## src/rtl/amp_mailbox_pkg.sv

```systemverilog
// Shared register map constants and address decode for the inter-processor mailbox.
package amp_mailbox_pkg;

   localparam int unsigned REG_IRQ_PEND     = 0;
   localparam int unsigned REG_IRQ_EN       = 1;
   localparam int unsigned REG_OVF          = 2;
   localparam int unsigned CH_BASE          = 4;

   localparam int unsigned STATUS_LEVEL_W   = 16;
   localparam int unsigned STATUS_EMPTY_BIT = 16;
   localparam int unsigned STATUS_FULL_BIT  = 17;

   typedef enum logic [2:0] {
      SEL_NONE,
      SEL_PEND,
      SEL_EN,
      SEL_OVF,
      SEL_TXDATA,
      SEL_STATUS
   } reg_sel_e;

   typedef struct packed {
      reg_sel_e   sel;
      logic [2:0] ch;
   } addr_dec_t;

   // Map a word address onto a register selector and channel index.
   // Per-channel registers come in TXDATA/STATUS pairs starting at CH_BASE;
   // anything beyond the last channel decodes to SEL_NONE.
   function automatic addr_dec_t decode_addr(input logic [31:0] addr,
                                             input int unsigned num_ch);
      addr_dec_t   d;
      logic [31:0] off;
      d.sel = SEL_NONE;
      d.ch  = '0;
      off   = addr - CH_BASE;
      if (addr == REG_IRQ_PEND) begin
         d.sel = SEL_PEND;
      end else if (addr == REG_IRQ_EN) begin
         d.sel = SEL_EN;
      end else if (addr == REG_OVF) begin
         d.sel = SEL_OVF;
      end else if ((addr >= CH_BASE) && ((off >> 1) < num_ch)) begin
         d.ch  = off[3:1];
         d.sel = off[0] ? SEL_STATUS : SEL_TXDATA;
      end
      return d;
   endfunction

endpackage

```

## src/rtl/amp_mailbox_if.sv

```systemverilog
// Avalon-MM slave bus bundle between the HPS lightweight bridge and the mailbox.
interface amp_mailbox_if #(
   parameter int ADDR_W = 5
);
   logic [ADDR_W-1:0] avs_address;
   logic              avs_read;
   logic              avs_write;
   logic [31:0]       avs_writedata;
   logic [31:0]       avs_readdata;
   logic              avs_readdatavalid;

   modport master (
      output avs_address, avs_read, avs_write, avs_writedata,
      input  avs_readdata, avs_readdatavalid
   );

   modport slave (
      input  avs_address, avs_read, avs_write, avs_writedata,
      output avs_readdata, avs_readdatavalid
   );
endinterface

```

## src/rtl/amp_mailbox_fifo.sv

```systemverilog
// First-word-fall-through FIFO for one master-to-remote message channel.
module amp_mailbox_fifo #(
   parameter int DATA_W = 32,
   parameter int DEPTH  = 8
) (
   input  logic                       clk,
   input  logic                       rst_n,
   input  logic                       i_push,
   input  logic [DATA_W-1:0]          i_data,
   input  logic                       i_pop,
   output logic [DATA_W-1:0]          o_data,
   output logic                       o_empty,
   output logic                       o_full,
   output logic [$clog2(DEPTH):0]     o_level,
   output logic                       o_ovf
);

   localparam int AW = $clog2(DEPTH);
   localparam int PW = AW + 1;

   logic [DATA_W-1:0] r_mem [DEPTH];
   logic [PW-1:0]     r_wr_ptr;
   logic [PW-1:0]     r_rd_ptr;

   logic w_empty;
   logic w_full;
   logic w_pop_ok;
   logic w_push_ok;

   // Extra pointer MSB distinguishes full from empty when the index bits match.
   assign w_empty   = (r_wr_ptr == r_rd_ptr);
   assign w_full    = (r_wr_ptr[AW] != r_rd_ptr[AW]) &&
                      (r_wr_ptr[AW-1:0] == r_rd_ptr[AW-1:0]);
   assign w_pop_ok  = i_pop && !w_empty;
   // A pop in the same cycle frees the head slot, so a push at full still lands.
   assign w_push_ok = i_push && (!w_full || w_pop_ok);

   assign o_data  = r_mem[r_rd_ptr[AW-1:0]];
   assign o_empty = w_empty;
   assign o_full  = w_full;
   assign o_level = r_wr_ptr - r_rd_ptr;
   assign o_ovf   = i_push && !w_push_ok;

   // Storage array write port.
   // NOTE: the data array has no reset; empty/full come from the pointers,
   // so stale contents are never observable and the array can map to RAM.
   always_ff @(posedge clk) begin
      if (w_push_ok) begin
         r_mem[r_wr_ptr[AW-1:0]] <= i_data;
      end
   end

   // Read and write pointers; reset discards all queued words.
   // NOTE: sequential state uses non-blocking assignments so every register
   // samples pre-edge values regardless of statement order.
   always_ff @(posedge clk or negedge rst_n) begin
      if (!rst_n) begin
         r_wr_ptr <= '0;
         r_rd_ptr <= '0;
      end else begin
         if (w_push_ok) r_wr_ptr <= r_wr_ptr + 1'b1;
         if (w_pop_ok)  r_rd_ptr <= r_rd_ptr + 1'b1;
      end
   end

endmodule

```

## src/rtl/amp_mailbox.sv

```systemverilog
// Multi-channel HPS <-> Nios II mailbox: message FIFOs, doorbells and maskable IRQ.
module amp_mailbox
   import amp_mailbox_pkg::*;
#(
   parameter int NUM_CH = 2,
   parameter int DATA_W = 32,
   parameter int DEPTH  = 8,
   parameter int ADDR_W = 5
) (
   input  logic                       clk_clk,
   input  logic                       reset_reset_n,
   amp_mailbox_if.slave               avs,
   output logic [NUM_CH*DATA_W-1:0]   ch_data,
   output logic [NUM_CH-1:0]          ch_valid,
   input  logic [NUM_CH-1:0]          ch_ready,
   input  logic [NUM_CH-1:0]          to_master_export,
   output logic                       irq
);

   localparam int LVL_W = $clog2(DEPTH) + 1;

   logic [ADDR_W-1:0] w_addr;
   addr_dec_t         w_dec;

   logic [NUM_CH-1:0] w_push;
   logic [NUM_CH-1:0] w_full;
   logic [NUM_CH-1:0] w_empty;
   logic [NUM_CH-1:0] w_ovf_pulse;
   logic [LVL_W-1:0]  w_level [NUM_CH];

   logic [NUM_CH-1:0] r_sync1;
   logic [NUM_CH-1:0] r_sync2;
   logic [NUM_CH-1:0] r_sync3;
   logic [NUM_CH-1:0] r_pend;
   logic [NUM_CH-1:0] r_en;
   logic [NUM_CH-1:0] r_ovf;
   logic              r_irq;
   logic [31:0]       r_rdata;
   logic              r_rvalid;

   logic [NUM_CH-1:0] w_db_rise;
   logic [NUM_CH-1:0] w_pend_clr;
   logic [NUM_CH-1:0] w_pend_kept;
   logic [NUM_CH-1:0] w_pend_next;
   logic [NUM_CH-1:0] w_ovf_clr;
   logic [NUM_CH-1:0] w_ovf_next;
   logic [NUM_CH-1:0] w_en_next;
   logic              w_irq_next;
   logic [31:0]       w_rdata;

   assign w_addr = avs.avs_address;
   assign w_dec  = decode_addr(32'(w_addr), NUM_CH);

   genvar c;
   generate
      for (c = 0; c < NUM_CH; c++) begin : g_ch
         logic [DATA_W-1:0] w_head;

         assign w_push[c] = avs.avs_write && (w_dec.sel == SEL_TXDATA) &&
                            (w_dec.ch == 3'(c));

         amp_mailbox_fifo #(
            .DATA_W (DATA_W),
            .DEPTH  (DEPTH)
         ) u_fifo (
            .clk     (clk_clk),
            .rst_n   (reset_reset_n),
            .i_push  (w_push[c]),
            .i_data  (avs.avs_writedata[DATA_W-1:0]),
            .i_pop   (ch_ready[c]),
            .o_data  (w_head),
            .o_empty (w_empty[c]),
            .o_full  (w_full[c]),
            .o_level (w_level[c]),
            .o_ovf   (w_ovf_pulse[c])
         );

         assign ch_data[c*DATA_W +: DATA_W] = w_head;
         assign ch_valid[c]                 = !w_empty[c];
      end
   endgenerate

   // Rising edge of the synchronised doorbell; r_sync3 is the edge register.
   assign w_db_rise = r_sync2 & ~r_sync3;

   // Write-1-to-clear masks; a same-cycle set overrides the clear.
   assign w_pend_clr  = (avs.avs_write && (w_dec.sel == SEL_PEND)) ?
                        avs.avs_writedata[NUM_CH-1:0] : '0;
   assign w_ovf_clr   = (avs.avs_write && (w_dec.sel == SEL_OVF)) ?
                        avs.avs_writedata[NUM_CH-1:0] : '0;
   assign w_pend_kept = r_pend & ~w_pend_clr;
   assign w_pend_next = w_pend_kept | w_db_rise;
   assign w_ovf_next  = (r_ovf & ~w_ovf_clr) | w_ovf_pulse;
   assign w_en_next   = (avs.avs_write && (w_dec.sel == SEL_EN)) ?
                        avs.avs_writedata[NUM_CH-1:0] : r_en;

   // Register writes reach irq on the next edge, while a doorbell set is seen
   // only once IRQ_PEND holds it, so irq trails IRQ_PEND by one cycle.
   assign w_irq_next = |(w_pend_kept & w_en_next);

   // Read mux; STATUS reflects FIFO state before the sampling edge.
   // NOTE: every output is given a default first so no latch is inferred.
   always_comb begin
      w_rdata = '0;
      unique case (w_dec.sel)
         SEL_PEND: w_rdata[NUM_CH-1:0] = r_pend;
         SEL_EN:   w_rdata[NUM_CH-1:0] = r_en;
         SEL_OVF:  w_rdata[NUM_CH-1:0] = r_ovf;
         SEL_STATUS: begin
            for (int i = 0; i < NUM_CH; i++) begin
               if (w_dec.ch == 3'(i)) begin
                  w_rdata[LVL_W-1:0]       = w_level[i];
                  w_rdata[STATUS_EMPTY_BIT] = w_empty[i];
                  w_rdata[STATUS_FULL_BIT]  = w_full[i];
               end
            end
         end
         default: w_rdata = '0;
      endcase
   end

   // Synchronisers, status/control registers, irq and read response.
   always_ff @(posedge clk_clk or negedge reset_reset_n) begin
      if (!reset_reset_n) begin
         r_sync1  <= '0;
         r_sync2  <= '0;
         r_sync3  <= '0;
         r_pend   <= '0;
         r_en     <= '0;
         r_ovf    <= '0;
         r_irq    <= 1'b0;
         r_rdata  <= '0;
         r_rvalid <= 1'b0;
      end else begin
         r_sync1  <= to_master_export;
         r_sync2  <= r_sync1;
         r_sync3  <= r_sync2;
         r_pend   <= w_pend_next;
         r_en     <= w_en_next;
         r_ovf    <= w_ovf_next;
         r_irq    <= w_irq_next;
         r_rvalid <= avs.avs_read;
         if (avs.avs_read) r_rdata <= w_rdata;
      end
   end

   assign avs.avs_readdata      = r_rdata;
   assign avs.avs_readdatavalid = r_rvalid;
   assign irq                   = r_irq;

endmodule
```

## src/flat_wrapper.sv

```systemverilog
// flat-port wrapper written by rule: the top's interface ports become plain ports
module amp_mailbox_flat import amp_mailbox_pkg::*;
#(
   parameter int NUM_CH = 2,
   parameter int DATA_W = 32,
   parameter int DEPTH  = 8,
   parameter int ADDR_W = 5
)
  (clk_clk, reset_reset_n, ch_data, ch_valid, ch_ready, to_master_export, irq, avs_avs_address, avs_avs_read, avs_avs_write, avs_avs_writedata, avs_avs_readdata, avs_avs_readdatavalid);
  amp_mailbox_if #(.ADDR_W(ADDR_W)) avs_i ();
  input  logic clk_clk;
  input  logic reset_reset_n;
  output logic [NUM_CH*DATA_W-1:0] ch_data;
  output logic [NUM_CH-1:0] ch_valid;
  input  logic [NUM_CH-1:0] ch_ready;
  input  logic [NUM_CH-1:0] to_master_export;
  output logic irq;
  input wire logic [$bits(avs_i.avs_address)-1:0] avs_avs_address;
  input wire logic [$bits(avs_i.avs_read)-1:0] avs_avs_read;
  input wire logic [$bits(avs_i.avs_write)-1:0] avs_avs_write;
  input wire logic [$bits(avs_i.avs_writedata)-1:0] avs_avs_writedata;
  output wire logic [$bits(avs_i.avs_readdata)-1:0] avs_avs_readdata;
  output wire logic [$bits(avs_i.avs_readdatavalid)-1:0] avs_avs_readdatavalid;
  assign avs_i.avs_address = avs_avs_address;
  assign avs_i.avs_read = avs_avs_read;
  assign avs_i.avs_write = avs_avs_write;
  assign avs_i.avs_writedata = avs_avs_writedata;
  assign avs_avs_readdata = avs_i.avs_readdata;
  assign avs_avs_readdatavalid = avs_i.avs_readdatavalid;
  amp_mailbox #(.NUM_CH(NUM_CH), .DATA_W(DATA_W), .DEPTH(DEPTH), .ADDR_W(ADDR_W)) u_core (.clk_clk(clk_clk), .reset_reset_n(reset_reset_n), .avs(avs_i), .ch_data(ch_data), .ch_valid(ch_valid), .ch_ready(ch_ready), .to_master_export(to_master_export), .irq(irq));
endmodule
```

## config.mk

```make
export PLATFORM = sky130hd
export DESIGN_NAME = amp_mailbox_flat
export DESIGN_NICKNAME = d
export VERILOG_FILES = /design/src/rtl/amp_mailbox_pkg.sv /design/src/rtl/amp_mailbox_if.sv /design/src/rtl/amp_mailbox_fifo.sv /design/src/rtl/amp_mailbox.sv /design/src/flat_wrapper.sv
export SDC_FILE = /design/constraint.sdc
export NUM_CORES = 1
export LEC_CHECK = 0
export ABC_AREA = 1
export CAP_MARGIN = 5
export CORE_UTILIZATION = 53
export CTS_CLUSTER_DIAMETER = 30
export DETAILED_ROUTE_END_ITERATION = 10
export GPL_TIMING_DRIVEN = 0
export HOLD_SLACK_MARGIN = 0.1
export MAX_ROUTING_LAYER = met4
export PLACE_DENSITY = 0.76
export SLEW_MARGIN = 20
export SYNTH_ARGS = -nofsm -noshare
export SYNTH_HDL_FRONTEND = slang
export SYNTH_SLANG_ARGS = --single-unit
```

## constraint.sdc

```tcl
create_clock -name clk_clk -period 4.9 [get_ports clk_clk]
set_input_delay 0.49 -clock clk_clk [delete_from_list [all_inputs] [get_ports clk_clk]]
set_output_delay 0.49 -clock clk_clk [all_outputs]
set_load 0.005 [all_outputs]
```

* Yosys cells after proc, flatten, opt, wreduce, memory -nomap -nowiden
Memory sizes are Yosys's and may differ from the RTL's.
Index checks and enable logic that the tools add are counted.
** Word-level totals
- Flip-flop bits (word level) :: 36
- Bits in writable memories :: 512
- Bits of input ports :: 45
- Word-level logic and storage cells :: 95
- Memories :: 2
** Memory list
- u_core.g_ch[0].u_fifo.r_mem :: words 8, width 32, read ports 1, clocked after memory_dff 0, wr ports 1, RTL line amp_mailbox_fifo.sv:21 : logic [DATA_W-1:0] r_mem [DEPTH];
- u_core.g_ch[1].u_fifo.r_mem :: words 8, width 32, read ports 1, clocked after memory_dff 0, wr ports 1, RTL line amp_mailbox_fifo.sv:21
** Operators by class
- Add/subtract/negate cells :: 7
- Magnitude comparators :: 2
- Equal/unequal tests :: 14
- Mux-type cells :: 22
- Bitwise gates (word level) :: 9
- Reduce and logical (&&, ||, !) cells :: 26
** Operators with widths (count)
- $lt A31 B2 Y1 const B :: 1
- $mux W3 :: 6
- $add A4 B1 Y4 const B :: 4
- $logic_and A1 B1 Y1 :: 15
- $mux W2 :: 7
- $and A2 B2 Y2 :: 4
- $eq A4 B4 Y1 :: 2
- $mux W4 :: 2
- $pmux W2 S4 :: 1
- $sub A4 B4 Y4 :: 2
- $eq A3 B1 Y1 const B :: 2
- $eq A3 B2 Y1 const B :: 2
- $eq A3 B3 Y1 :: 2
- $eq A3 B3 Y1 const B :: 2
- $logic_not A1 Y1 :: 6
- $mux W6 :: 1
- $not A2 Y2 :: 3
- $sub A5 B3 Y6 const B :: 1
- $eq A5 B1 Y1 const B :: 1
- $eq A5 B2 Y1 const B :: 1
- $ge A5 B3 Y1 const B :: 1
- $logic_not A5 Y1 :: 1
- $mux W1 :: 5
- $or A2 B2 Y2 :: 2
- 4 further kinds :: 6

* Depth between registers and ports, before layout
- Depth in word-level cells :: 14
- Depth in mapped cells :: 13
- Gate-level depth less buffers :: 13

* Cells and area by module
A second synthesis with hierarchy kept.
** Unflattened totals
- Cells, all modules :: 2042
- Area total of the unflattened synthesis :: 22789.4 sq um
** Modules (own cells, without submodules)
- amp_mailbox_fifo at u_core.g_ch[0].u_fifo :: times used 1, cells each 944, area an instance 10786.6 sq um
- amp_mailbox_fifo at u_core.g_ch[1].u_fifo :: times used 1, cells each 944, area an instance 10784.1 sq um
- amp_mailbox :: times used 1, cells each 154, area an instance 1218.7 sq um

* Worst setup path before layout
OpenSTA, ideal clock, no wires.
- Path type :: register to register
- From :: register u_core.g_ch[1].u_fifo.r_rd_ptr[1]
- To :: memory u_core.g_ch[1].u_fifo.r_mem[4][0], enable pin
- Setup time :: 461 ps
- Data arrival time :: 4143 ps
- Data required time :: 4439 ps
- Setup slack :: 296 ps
- Cell stages (with the launch flop) :: 12
- Path through :: dfrtp_1 -> inv_1 -> clkbuf_1 -> buf_1 -> ha_1 -> nand2_1 -> nor2_1 -> nand2_2 -> nand2_2 -> nand3_2 -> nand3_2 -> nor3_1
** On the way
- Word-level cells in the longest chain between the ends :: 7
- Elaborated cells on any way between the ends :: 10
** Ends and longest elaborated chain
- from (decl) :: RTL line amp_mailbox_fifo.sv:23 : logic [PW-1:0] r_rd_ptr;
- from (signal assigned) :: RTL line amp_mailbox_fifo.sv:62 : if (w_pop_ok) r_rd_ptr <= r_rd_ptr + 1'b1;
- $eq A4 B4 Y1 :: RTL line amp_mailbox_fifo.sv:31 : assign w_empty = (r_wr_ptr == r_rd_ptr);
- $logic_not A1 Y1
- named net ch_valid[1] :: RTL line flat_wrapper.sv:14 : output logic [NUM_CH-1:0] ch_valid;
- $logic_and A1 B1 Y1 :: RTL line amp_mailbox_fifo.sv:34 : assign w_pop_ok = i_pop && !w_empty;
- $logic_or A1 B1 Y1 :: RTL line amp_mailbox_fifo.sv:36 : assign w_push_ok = i_push && (!w_full || w_pop_ok);
- $logic_and A1 B1 Y1 :: RTL line amp_mailbox_fifo.sv:36
- $mux W1 :: RTL line amp_mailbox_fifo.sv:48 : if (w_push_ok) begin
- $mux W1 (not written as such) :: RTL line amp_mailbox_fifo.sv:49 : r_mem[r_wr_ptr[AW-1:0]] <= i_data;
- to (decl) :: RTL line amp_mailbox_fifo.sv:21
The timed path passes the listed nets, and every way through them passes these cells.

* Worst setup path in the final report
- From :: register u_core.g_ch[1].u_fifo.r_rd_ptr[2]
- To :: memory u_core.g_ch[1].u_fifo.r_mem[7][22], enable pin
** On the way
- Word-level cells in the longest chain between the ends :: 7
- Elaborated cells on any way between the ends :: 10
** Ends and longest elaborated chain (RTL line)
- $eq A4 B4 Y1 or $eq A3 B3 Y1 (tied branches) :: amp_mailbox_fifo.sv:31, amp_mailbox_fifo.sv:33
- $logic_not A1 Y1 or $logic_and A1 B1 Y1 (tied branches) :: amp_mailbox_fifo.sv:34, amp_mailbox_fifo.sv:32
- $logic_and A1 B1 Y1 or $logic_not A1 Y1 (tied branches) :: amp_mailbox_fifo.sv:34, amp_mailbox_fifo.sv:36
- $logic_or A1 B1 Y1 (*) :: amp_mailbox_fifo.sv:36
- $logic_and A1 B1 Y1 (*) :: amp_mailbox_fifo.sv:36
- $mux W1 (*) :: amp_mailbox_fifo.sv:48
- $mux W1 (not written as such) (*) :: amp_mailbox_fifo.sv:49
Every way passes the cells marked *; elsewhere a longest branch is shown, timed or not.

==> key figures <==
Setup path
  • CP max FO: 10
  • Data required time at the worst endpoint: 5.22 ns
  • Start point of the critical path: u_core.g_ch[1].u_fifo.r_rd_ptr[2]$_DFFE_PN0P_
  • Category of the critical setup timing path: reg -> reg
  • Critical Path Start Type: register
  • Type of element capturing the critical path: register
  • R2R Path Start: u_core.g_ch[1].u_fifo.r_rd_ptr[2]$_DFFE_PN0P_
  • CP Data Arrival Time: 4.93 ns

STA
  • Worst Setup Slack, final: 0.289 ns
  • Period utilization: 94.1%
  • Final Max Slew Viols: 0
  • Fmax: 217 MHz
  • Final count of negative-setup-slack endpoints: 0
  • Slew of the pin with the lowest slew margin: 0.934 ns
  • Headroom to the max-slew limit: 37.4%
  • Final clock skew: 0.0311 ns
  • Setup repair after global routing missed its margin: false
  • Minimum clock period: 4.61 ns
  • Hold violation total from the final report: 0

CTS
  • TritonCTS clock tree: built
  • Master cell of the clock root buffer: sky130_fd_sc_hd__clkbuf_16
  • CTS H-tree depth: 3
  • CTS Sinks: 548
  • Number of buffers added by the clock tree synthesis step: 100
  • Register clock-pin slew on the reported worst setup and hold paths: 0.05 ns
  • Clock insertion delay at the later pin of the skew report: 0.63 ns
  • Maximum clock path buffer count: 3
  • Number of gates given a new drive strength after cts: 0

Hold path
  • HP Start: to_master_export[0]
  • Hold Path Class: in -> reg

Die
  • DIE WIDTH: 206 um
  • Starting utilization of the core area: 53.8%
  • Die Height: 206 um
  • Std-Cell Rows: 74
  • I/O pin total: 145
  • Total core area: 0.0409 mm^2
  • Die Outline Area: 0.0424 mm^2

Route
  • Via count: 15,900
  • Post-route ant nets: 0
  • Routed WL: 60,400 um
  • Post-detailed-route via-to-cell ratio: 6.02
  • Number of search-and-repair iterations in the first detailed-routing pass: 8
  • Count of routing violations after the opening detailed-route iteration: 2,303
  • Wire per inst: 22.8 um
  • Final routed DRC violation total: 0

Synthesis
  • Sequential area share after synthesis: 73.9%
  • Adder and majority cell fraction of the synthesized area: 0.977%
  • Simple logic cell fraction of the synthesized area: 10.6%
  • Yosys Warn Count: 0
  • Dominant combinational cell family by area after synthesis: simple AND/OR/NAND/NOR gates
  • Post-synth EDFFs: 512
  • Area of the mapped netlist: 0.0220 mm^2
  • Top_reg_cell synth: sky130_fd_sc_hd__edfxtp_1
  • Post-synthesis cell type count: 41
  • Number of instances in the synthesized netlist: 1,737
  • Post-synthesis register bit count: 548
  • Per-instance average area after synthesis: 12.7 um^2
  • Share of cell area taken by muxes after synthesis: 0%
  • Xor/xnor cell area share of the yosys netlist: 0.744%
  • Post-synthesis compound-gate area fraction: 10.4%
  • Async S/R FF share, synth: 6.57%

Placed design
  • Number of I/O port buffers: 118
  • DP Worst Slack: 0.475 ns
  • Half-perimeter wire length of the detailed placement result: 36,400 um
  • Final RePlAce weighted congestion: 0.831

Final layout
  • Number of fillers in the final layout: 2,581
  • Nets@finish: 2,089
  • Area used by multi-input combinational logic: 0.00520 mm^2
  • Final core area utilization: 68.7%
  • Area delta synth->final: 27.6%
  • Number of antenna cells inserted: 0
  • Register area: 0.0163 mm^2
  • Fraction of layout instances using a drive strength above 1: 14.2%

Global routing
  • Maximum number of pins on one net before global-route repair: 21
  • Number of global-route vias before repair: 15,900
  • First-pass GRT wire length: 89,700 um
  • Total routing resource utilization after global routing: 29.4%
  • Global-route congestion overflow total: 0
  • Initial antenna violation count: 0

Run
  • MaxCap Viol Count: 0

Run status
  • Status: completed

Pwr
  • Total power: 17.8 mW
  • Power density of the placed cells: 633 mW/mm^2
  • Maximum vdd ir drop: 0.380 mV
  • Leak pwr: 9.78 nW
-- synth_stat cells, types with 2 or more instances --
library cell	number	share of area [%]
sky130_fd_sc_hd__nor3_1	8	0.18
sky130_fd_sc_hd__o21ai_2	3	0.12
sky130_fd_sc_hd__nand4_1	5	0.14
sky130_fd_sc_hd__clkbuf_1	74	1.3
sky130_fd_sc_hd__fa_1	2	0.18
sky130_fd_sc_hd__o22ai_1	64	1.8
sky130_fd_sc_hd__nor2_4	5	0.26
sky130_fd_sc_hd__xor2_1	12	0.48
sky130_fd_sc_hd__inv_2	5	0.085
sky130_fd_sc_hd__dfrtp_1	36	4.1
sky130_fd_sc_hd__inv_1	34	0.58
sky130_fd_sc_hd__nand3_1	13	0.30
sky130_fd_sc_hd__a21oi_1	8	0.18
sky130_fd_sc_hd__nand2_2	5	0.14
sky130_fd_sc_hd__nor2_1	461	7.9
sky130_fd_sc_hd__o21ai_0	273	6.2
sky130_fd_sc_hd__xor2_2	2	0.15
sky130_fd_sc_hd__edfxtp_1	512	70
sky130_fd_sc_hd__ha_1	14	0.80
sky130_fd_sc_hd__buf_1	14	0.24
sky130_fd_sc_hd__a31oi_1	65	1.8
sky130_fd_sc_hd__buf_2	10	0.23
sky130_fd_sc_hd__nor2_2	3	0.085
sky130_fd_sc_hd__nand2_1	57	0.97
sky130_fd_sc_hd__buf_4	26	0.89
sky130_fd_sc_hd__nor3_2	4	0.18
sky130_fd_sc_hd__o21ai_1	3	0.068
sky130_fd_sc_hd__nand3_2	4	0.18
sky130_fd_sc_hd__xnor2_1	3	0.12
-- final timing paths --
path                                                                 endpoint  slack (ns)  cells after the start
worst min-delay path                              u_core.r_sync1[0]$_DFF_PN0_        0.33                      1
worst max register to register   u_core.g_ch[1].u_fifo.r_mem[7][22]$_DFFE_PP_        0.29                     14
worst max-delay path             u_core.g_ch[1].u_fifo.r_mem[7][22]$_DFFE_PP_        0.29                     14
worst min register to register                    u_core.r_sync2[1]$_DFF_PN0_        0.36                      0
min in group asynchronous       u_core.g_ch[0].u_fifo.r_rd_ptr[0]$_DFFE_PN0P_        0.35                      2
max in group asynchronous                          u_core.r_pend[0]$_DFF_PN0_        4.07                      3
-- state kept, by name, summed over array words and instances (netlist names) --
signal / flops
u_core.g_ch.u_fifo.r_mem: 512
u_core.r_sync2: 2
u_core.r_en: 2
u_core.avs.avs_readdatavalid: 1
u_core.r_sync3: 2
u_core.r_ovf: 2
u_core.g_ch.u_fifo.r_rd_ptr: 8
u_core.avs.avs_readdata: 6
u_core.irq: 1
u_core.g_ch.u_fifo.r_wr_ptr: 8
u_core.r_pend: 2
u_core.r_sync1: 2
-- cells in the final DEF (no fill, tap or decap), types with 14 or more instances in the layout --
cell type | netlist | final
sky130_fd_sc_hd__buf_4 | 26 | 55
sky130_fd_sc_hd__edfxtp_1 | 512 | 512
sky130_fd_sc_hd__buf_1 | 14 | 14
sky130_fd_sc_hd__ha_1 | 14 | 14
sky130_fd_sc_hd__nor2_1 | 461 | 457
sky130_fd_sc_hd__o22ai_1 | 64 | 64
sky130_fd_sc_hd__conb_1 | 1 | 26
sky130_fd_sc_hd__a31oi_1 | 65 | 65
sky130_fd_sc_hd__bufinv_16 | 0 | 15
sky130_fd_sc_hd__clkbuf_16 | 0 | 104
sky130_fd_sc_hd__clkdlybuf4s50_1 | 0 | 117
sky130_fd_sc_hd__clkbuf_1 | 74 | 80
sky130_fd_sc_hd__nand2_1 | 57 | 57
sky130_fd_sc_hd__inv_1 | 34 | 34
sky130_fd_sc_hd__clkinvlp_4 | 0 | 23
sky130_fd_sc_hd__clkinv_1 | 1 | 15
sky130_fd_sc_hd__o21ai_0 | 273 | 273
sky130_fd_sc_hd__dfrtp_1 | 36 | 36
-- cell type report --
| type | count | area share (%) |
|---|---|---|
| clock inverters | 78 | 3.18 |
| plain buffers | 125 | 2.09 |
| clock buffers | 110 | 9.34 |
| flip-flops and latches | 548 | 57.9 |
| multi-input cells | 1049 | 18.5 |
| well taps | 532 | 2.37 |
| inverters | 40 | 0.534 |
| repair buffers | 164 | 6.06 |
-- critical path, cell delays in order, from the launching register on --
cell and delay, ns:
sky130_fd_sc_hd__dfrtp_1 0.35, sky130_fd_sc_hd__inv_1 0.19, sky130_fd_sc_hd__clkbuf_1 0.44, sky130_fd_sc_hd__clkbuf_1 0.72, sky130_fd_sc_hd__ha_1 0.41, sky130_fd_sc_hd__nand2_1 0.09
sky130_fd_sc_hd__nor2_1 0.08, sky130_fd_sc_hd__nand2_2 0.13, sky130_fd_sc_hd__nand2_2 0.13, sky130_fd_sc_hd__nand3_2 0.12, sky130_fd_sc_hd__nand3_2 0.25, sky130_fd_sc_hd__nor3_2 0.79
sky130_fd_sc_hd__buf_6 0.26, sky130_fd_sc_hd__buf_6 0.16, sky130_fd_sc_hd__buf_4 0.18
-- timing repair --
item                                   4_1_cts  5_1_grt
endpoints found under the hold margin       16        0
hold buffers                                 1        0
buffers inserted                             0        0
-- cells by family (layout without fill, tap and decap cells) --
logic type | count (synthesis) | after routing
fa+ha+maj | 16 | 16
flops | 548 | 548
simple gates | 571 | 571
compound gates | 419 | 419
other cells | 1 | 26
buf+inv | 165 | 517
xor+xnor | 17 | 17
-- metrics by stage --
stage / area [um^2] / TNS, ns / cells / hold slack (ns)
6_report: 28100 / 0 / 2646 / 0.331
3_3_place_gp: 24000 / -690.02 / 2412 / 0.340
3_5_place_dp: 24600 / 0 / 2457 / 0.343
5_1_grt: 28100 / 0 / 2646 / 0.325
2_1_floorplan: 22100 / 0 / 1762 / 0.194
4_1_cts: 28100 / 0 / 2646 / 0.321
-- layer usage --
metal | routed length (um) | track usage, %
met1 | 22600 | 36.7
met2 | 29300 | 46.8
met3 | 6080 | 5.69
met4 | 2400 | 13.5
met5 | 0 | -
-- power by group --
part,switching [mW],internal (mW),total (mW)
clock network,2.40,4.67,7.07
registers,0.0898,5.20,5.29
logic,3.42,1.99,5.41
No activity file was read; power rests on OpenSTA's default activity.
